==> src/rtl/retire_trace_buffer_pkg.sv <==
// Shared types for the retire-trace buffer: record layout, capture states, widths.
// The record gains a 32-bit ts field when TRACE_TIMESTAMP_EN is defined.
package retire_trace_buffer_pkg;

    localparam int XLEN        = 32;
    localparam int TRACE_SEQ_W = 16;
    localparam int TRACE_TS_W  = 32;

    typedef enum logic [1:0] {
        IDLE    = 2'd0,
        CAPTURE = 2'd1,
        HALTED  = 2'd2
    } trace_state_e;

    typedef struct packed {
        logic [TRACE_SEQ_W-1:0] seq;
        logic [XLEN-1:0]        pc;
        logic [XLEN-1:0]        instr;
        logic [4:0]             rd;
        logic [XLEN-1:0]        rd_data;
        logic [XLEN-1:0]        mem_addr;
        logic [XLEN-1:0]        mem_data;
        logic                   mem_wrt;
`ifdef TRACE_TIMESTAMP_EN
        logic [TRACE_TS_W-1:0]  ts;
`endif
    } trace_rec_t;

endpackage

==> src/rtl/retire_trace_buffer_trace_fifo.sv <==
// Generic synchronous FIFO with a registered head output; pointers carry an extra
// wrap bit so full and empty are distinguished without a separate counter.
module trace_fifo #(
    parameter int WIDTH = 8,
    parameter int DEPTH = 16
) (
    input  logic                     clk_i,
    input  logic                     rst_i,
    input  logic                     push_i,
    input  logic                     pop_i,
    input  logic [WIDTH-1:0]         din_i,
    output logic [WIDTH-1:0]         dout_o,
    output logic                     full_o,
    output logic                     empty_o,
    output logic [$clog2(DEPTH):0]   level_o
);

    localparam int AW = $clog2(DEPTH);

    logic [WIDTH-1:0] r_mem [DEPTH];
    logic [AW:0]      r_wr_ptr;
    logic [AW:0]      r_rd_ptr;
    logic [WIDTH-1:0] r_dout;
    logic             w_push;
    logic             w_pop;
    logic [AW:0]      w_wr_next;
    logic [AW:0]      w_rd_next;

    assign empty_o = (r_wr_ptr == r_rd_ptr);
    assign full_o  = (r_wr_ptr[AW] != r_rd_ptr[AW]) && (r_wr_ptr[AW-1:0] == r_rd_ptr[AW-1:0]);
    assign level_o = r_wr_ptr - r_rd_ptr;
    assign dout_o  = r_dout;

    // A push into a full FIFO is still accepted when the head leaves in the same cycle.
    assign w_pop     = pop_i && !empty_o;
    assign w_push    = push_i && (!full_o || w_pop);
    assign w_wr_next = r_wr_ptr + {{AW{1'b0}}, w_push};
    assign w_rd_next = r_rd_ptr + {{AW{1'b0}}, w_pop};

    // NOTE: the storage array has no reset; only pointers and the head register do,
    // so the array maps onto plain RAM and stale contents are never visible.
    always_ff @(posedge clk_i) begin
        if (w_push) begin
            r_mem[r_wr_ptr[AW-1:0]] <= din_i;
        end
    end

    // NOTE: sequential state uses non-blocking assignments so every register samples
    // pre-edge values regardless of statement order.
    always_ff @(posedge clk_i) begin
        if (rst_i) begin
            r_wr_ptr <= '0;
            r_rd_ptr <= '0;
            r_dout   <= '0;
        end else begin
            r_wr_ptr <= w_wr_next;
            r_rd_ptr <= w_rd_next;
            // Preload the next head; if its slot is being written now, take din directly.
            if (w_rd_next != w_wr_next) begin
                r_dout <= (w_rd_next == r_wr_ptr) ? din_i : r_mem[w_rd_next[AW-1:0]];
            end
        end
    end

endmodule

==> src/rtl/retire_trace_buffer.sv <==
// Retire-trace receiver: tags retire records with a sequence number, buffers them and
// drains them over valid/ready. Define TRACE_TIMESTAMP_EN to add a cycle timestamp.
module retire_trace_buffer
    import retire_trace_buffer_pkg::*;
#(
    parameter int DEPTH        = 16,
    parameter int STOP_ON_FULL = 0
) (
    input  logic                      clk_i,
    input  logic                      rst_i,
    input  logic                      arm_i,
    input  logic                      stop_i,
    input  logic                      update_i,
    input  logic [XLEN-1:0]           pc_i,
    input  logic [XLEN-1:0]           instr_i,
    input  logic [4:0]                reg_addr_i,
    input  logic [XLEN-1:0]           reg_data_i,
    input  logic [XLEN-1:0]           mem_addr_i,
    input  logic [XLEN-1:0]           mem_data_i,
    input  logic                      mem_wrt_i,
    output logic                      trace_valid_o,
    input  logic                      trace_ready_i,
    output trace_rec_t                trace_o,
    output logic [$clog2(DEPTH):0]    level_o,
    output logic [15:0]               drop_cnt_o,
    output logic [1:0]                state_o
);

    localparam int REC_W = $bits(trace_rec_t);

    trace_state_e           r_state;
    trace_state_e           w_state_next;
    logic [TRACE_SEQ_W-1:0] r_seq;
    logic [15:0]            r_drop_cnt;
    trace_rec_t             w_rec;
    logic [REC_W-1:0]       w_dout;
    logic                   w_full;
    logic                   w_empty;
    logic                   w_push_try;
    logic                   w_pop;
    logic                   w_drop;

`ifdef TRACE_TIMESTAMP_EN
    logic [TRACE_TS_W-1:0]  r_ts;

    always_ff @(posedge clk_i) begin
        if (rst_i) r_ts <= '0;
        else       r_ts <= r_ts + 1'b1;
    end
`endif

    assign w_push_try = (r_state == CAPTURE) && update_i;
    assign w_pop      = trace_valid_o && trace_ready_i;
    assign w_drop     = w_push_try && w_full && !w_pop;

    // NOTE: combinational blocks assign every output a default first so no latch is inferred.
    always_comb begin
        w_rec          = '0;
        w_rec.seq      = r_seq;
        w_rec.pc       = pc_i;
        w_rec.instr    = instr_i;
        w_rec.rd       = reg_addr_i;
        w_rec.rd_data  = reg_data_i;
        w_rec.mem_addr = mem_addr_i;
        w_rec.mem_data = mem_data_i;
        w_rec.mem_wrt  = mem_wrt_i;
`ifdef TRACE_TIMESTAMP_EN
        w_rec.ts       = r_ts;
`endif
    end

    trace_fifo #(
        .WIDTH (REC_W),
        .DEPTH (DEPTH)
    ) u_fifo (
        .clk_i   (clk_i),
        .rst_i   (rst_i),
        .push_i  (w_push_try),
        .pop_i   (w_pop),
        .din_i   (w_rec),
        .dout_o  (w_dout),
        .full_o  (w_full),
        .empty_o (w_empty),
        .level_o (level_o)
    );

    // stop wins over arm; a lost record only halts capture when STOP_ON_FULL is set.
    always_comb begin
        w_state_next = r_state;
        if (stop_i) begin
            w_state_next = IDLE;
        end else if (arm_i) begin
            w_state_next = CAPTURE;
        end else if ((r_state == CAPTURE) && w_drop && (STOP_ON_FULL != 0)) begin
            w_state_next = HALTED;
        end
    end

    always_ff @(posedge clk_i) begin
        if (rst_i) r_state <= IDLE;
        else       r_state <= w_state_next;
    end

    // Sequence advances on every attempt so gaps reveal dropped records.
    always_ff @(posedge clk_i) begin
        if (rst_i) begin
            r_seq      <= '0;
            r_drop_cnt <= '0;
        end else if (arm_i) begin
            r_seq      <= '0;
            r_drop_cnt <= '0;
        end else begin
            if (w_push_try) begin
                r_seq <= r_seq + 1'b1;
            end
            if (w_drop && (r_drop_cnt != 16'hFFFF)) begin
                r_drop_cnt <= r_drop_cnt + 1'b1;
            end
        end
    end

    assign trace_valid_o = !w_empty;
    assign trace_o       = trace_rec_t'(w_dout);
    assign drop_cnt_o    = r_drop_cnt;
    assign state_o       = r_state;

endmodule

==> config.mk <==
export PLATFORM = sky130hd
export DESIGN_NAME = retire_trace_buffer
export DESIGN_NICKNAME = d
export VERILOG_FILES = /design/src/rtl/retire_trace_buffer_pkg.sv /design/src/rtl/retire_trace_buffer_trace_fifo.sv /design/src/rtl/retire_trace_buffer.sv
export SDC_FILE = /design/constraint.sdc
export NUM_CORES = 2
export LEC_CHECK = 0
export ABC_AREA = 1
export BUFFER_PORTS_ARGS = -buffer_cell sky130_fd_sc_hd__buf_4
export CORE_MARGIN = 2
export CORE_UTILIZATION = 60
export DETAILED_ROUTE_END_ITERATION = 8
export PLACE_DENSITY = 0.77
export SLEW_MARGIN = 0
export SYNTH_ARGS = -nofsm -noshare
export SYNTH_HDL_FRONTEND = slang
export SYNTH_SLANG_ARGS = --single-unit
==> constraint.sdc <==
create_clock -name clk_i -period 10.6 [get_ports clk_i]
set_input_delay 0.53 -clock clk_i [delete_from_list [all_inputs] [get_ports clk_i]]
set_output_delay 0.53 -clock clk_i [all_outputs]
set_load 0.02 [all_outputs]
==> impl_metrics.py <==
metrics = {
    "outcome": {
        "status": "completed",
    },
    "sta": {
        "period_needed_ps": 6460,
        "setup_viol": 0,
        "slew_violations": 0,
        "tightest_slew_ps": 1460,
        "hold_slack_ps": 98.7,
        "fmax_mhz": 155,
        "post-route-period-util_pct": 60.9,
        "tns_ps": 0,
        "timing_hold_violations_final": 0,
        "rsz0062_at_grt": "false",
        "relSlewSlack_pct": 2.98,
        "skew_ps": 62.9,
    },
    "floorplanning": {
        "io-pin-count": 378,
        "die_w_um": 466,
        "die_h_um": 466,
        "start_util_pct": 60.4,
        "fp.coreArea_um2": 212000,
        "dieArea_um2": 217000,
        "placementRows": 169,
    },
    "job": {
        "cap_violations": 0,
    },
    "min_path": {
        "hold_class": "primary input to register",
        "min_to": "r_seq[15]",
        "hold_depth": 4,
        "hold_path_startpoint": "arm_i",
    },
    "logic_synthesis": {
        "async_flop_share_pct": 0,
        "synth_fp_nets": 11700,
        "synthCells": 11500,
        "synth_ff_type": "edfxtp_1",
        "synth_edf_count": 2912,
        "syn_area_um2": 128000,
        "yosysMostFrequentCell": "nand2_1",
        "yosys.area.top_type_share_pct": 68.2,
        "ys_top_cells_by_area": "edfxtp_1 68%, nand2_1 13%, nand3_1 9.3%",
        "yosysUniqueCellTypes": 30,
        "yosysSeqAreaShare_pct": 71.8,
        "syn_avg_cell_area_um2": 11.2,
        "yosys_register_bits": 3137,
        "synth_top_area_cell": "edfxtp_1",
        "synth_common_cells": "4294 x nand2_1, 2912 x edfxtp_1, 2391 x nand3_1",
        "synth_warnings": 0,
    },
    "global_routing": {
        "grt.total_usage_pct": 31.5,
        "grt-ovfl-total": 0,
        "grt_pass1_wl_um": 520000,
        "antenna_found_initial": 25,
        "grt_max_degree": 228,
        "grt_pass1_vias": 87300,
    },
    "setup_path": {
        "cp_num_buf_inv": 6,
        "arrival_ps": 7280,
        "critPathMaxFanout": 200,
        "critPathMaxStageDelay_ps": 830,
        "r2r-end": "u_fifo.dout_o[146]",
        "critPathLaunchType": "register",
        "reg2reg_from": "u_fifo.r_rd_ptr[2]",
        "path_class": "register to register",
        "reg2reg_depth": 20,
        "crit_family": "buffers and inverters",
        "slowest_stage": "buf_4",
        "rrSetupSlack_ps": 4140,
        "cpMostUsedCell": "nand2_1",
        "cp_cell_sequence": "inv_2 -> ha_1 -> nand2_1 -> nor2_1 -> a21oi_1 -> ha_4 -> ha_4 -> inv_8 -> buf_12 -> buf_12 -> buf_4 -> nand3_1 -> nand3_1 -> nand2_1 -> nand2_1 -> nand2_1 -> nand2_1 -> inv_1 -> nor2_1 -> nor2_1",
        "worstSetupEndpointType": "register",
        "crit_required_ps": 11420,
    },
    "place": {
        "io_buffer_count": 376,
        "gp_congestion": 0.822,
        "hpwl_um": 161000,
        "place_area_um2": 132000,
    },
    "power": {
        "ir_drop_v": 0.000189,
        "p_total_mw": 28.0,
        "swShare_pct": 25.1,
        "clockPowerShare_pct": 38.9,
        "seqPwrFrac_pct": 49.3,
        "net-switching-power_mw": 7.03,
        "leakage_nw": 55.0,
        "internal_power_mw": 21.0,
        "p_per_area_nw_per_um2": 194,
        "comb_power_share_pct": 11.8,
    },
    "detailed_routing": {
        "avgViaCountPerCell": 6.10,
        "first_pass_iters": 6,
        "drt-met1-wl_um": 125000,
        "drc_errors": 0,
        "highest_layer": "met5",
        "vias": 90500,
        "wl_per_cell_um": 23.5,
        "drtIter0Drc": 13300,
        "met2_length_um": 167000,
        "wl_met3_um": 39800,
        "ant_nets": 0,
        "routed_wl_um": 348000,
    },
    "cts": {
        "clkTransAtPathRegs_ps": 70,
        "clockBufferDepth": 4,
        "htreeDepth": 5,
        "root_buffer": "clkbuf_16",
        "cts.sinks": 3137,
        "cts_resized": 0,
        "cts_tree": "done",
        "cts_buffers": 323,
        "insertion_delay_ps": 970,
    },
    "cells_and_area": {
        "final_util_pct": 67.9,
        "postLayoutCellArea_um2": 144000,
        "final_layout_size_suffix_gt1_share_pct": 8.17,
        "syn2layout_area_growth_pct": 12.4,
        "n_fill_cell": 14500,
        "fin_nets": 11900,
    },
}
## power groups by stage
| stage | clock network (mW) | registers (mW) | logic, mW |
|---|---|---|---|
| global route | 11.4 | 13.8 | 3.62 |
| CTS | 10.9 | 13.8 | 3.26 |
| floorplan | 0 | 14.2 | 1.97 |
| detailed placement | 0 | 14.1 | 3.18 |
| global placement | 0 | 14.1 | 3.09 |
| finish | 10.9 | 13.8 | 3.30 |
## layer usage
metal,track usage (%),vias up
met1,41.5,43400
met3,5.52,1017
met5,0,-
met2,51.9,5976
li1,-,40000
met4,13.8,16
## final cells by class
type	instances	area, um2	share of cell area [%]
Multi-Input combinational cell	7396	32000	22.2
Inverter	223	868	0.603
Sequential cell	3137	91900	63.8
Tap cell	2821	3530	2.45
Clock inverter	137	1160	0.805
Clock buffer	434	8860	6.15
Antenna cell	9	22.5	0.0156
Timing Repair Buffer	668	5650	3.93
## timing repair
item / CTS / global route
setup endpoints to repair: 0 / 0
buffers inserted: 0 / 0
endpoints found under the hold margin: 2661 / 0
hold buffers: 169 / 0
## tightest hold or removal path: cells and delay by family
family / cells / cell delay, ps
and+or+nand+nor: 3 / 360
buffers and inverters: 1 / 120
## registers in the layout, summed over array words and instances (netlist names)
signal / flops
u_fifo.r_rd_ptr: 5
u_fifo.dout_o: 182
r_seq: 16
u_fifo.r_wr_ptr: 5
state_o: 1
u_fifo.r_mem: 2912
drop_cnt_o: 16
## worst max path at each step
stage / start / cells past startpoint / to / slack, ps
3_5_place_dp: u_fifo.r_rd_ptr[2] / 20 / u_fifo.dout_o[176] / 4250
5_1_grt: u_fifo.r_rd_ptr[2] / 20 / u_fifo.dout_o[145] / 3710
4_1_cts: u_fifo.r_rd_ptr[2] / 20 / u_fifo.dout_o[146] / 4190
6_report: u_fifo.r_rd_ptr[2] / 20 / u_fifo.dout_o[146] / 4140
3_3_place_gp: u_fifo.r_rd_ptr[2] / 20 / u_fifo.dout_o[175] / 4280
2_1_floorplan: u_fifo.r_rd_ptr[2] / 9 / u_fifo.r_mem[0][0] / 890
## stage by stage
stage | setup slack (ps) | std cells
CTS | 4190 | 14800
detailed placement | 4250 | 14100
floorplan | 890 | 11500
finish | 4140 | 14800
global route | 3710 | 14800
global placement | 4280 | 14100
## cells by family after synthesis
kind of cell,share of synthesized area (%)
other,0.00293
XOR/XNOR,0.123
flip-flops,71.8
buffers and inverters,3.45
AO/OA/AOI/OAI,1.25
AND/OR/NAND/NOR,23.3
adder cells (fa/ha/maj),0.113
## cell usage in the layout, fill, tap and decap left out, types with 19 or more instances in the layout
cell type and n:
nand2_1 4291, edfxtp_1 2912, nand3_1 2391, buf_4 481, nor2_1 412, clkbuf_16 331, dfxtp_1 225, inv_1 218
o21bai_1 183, dlygate4sd3_1 169, clkbuf_1 84, clkinv_2 56, clkinv_1 39, a21oi_1 30, clkbuf_8 19
(Power assumes the default switching activity.)
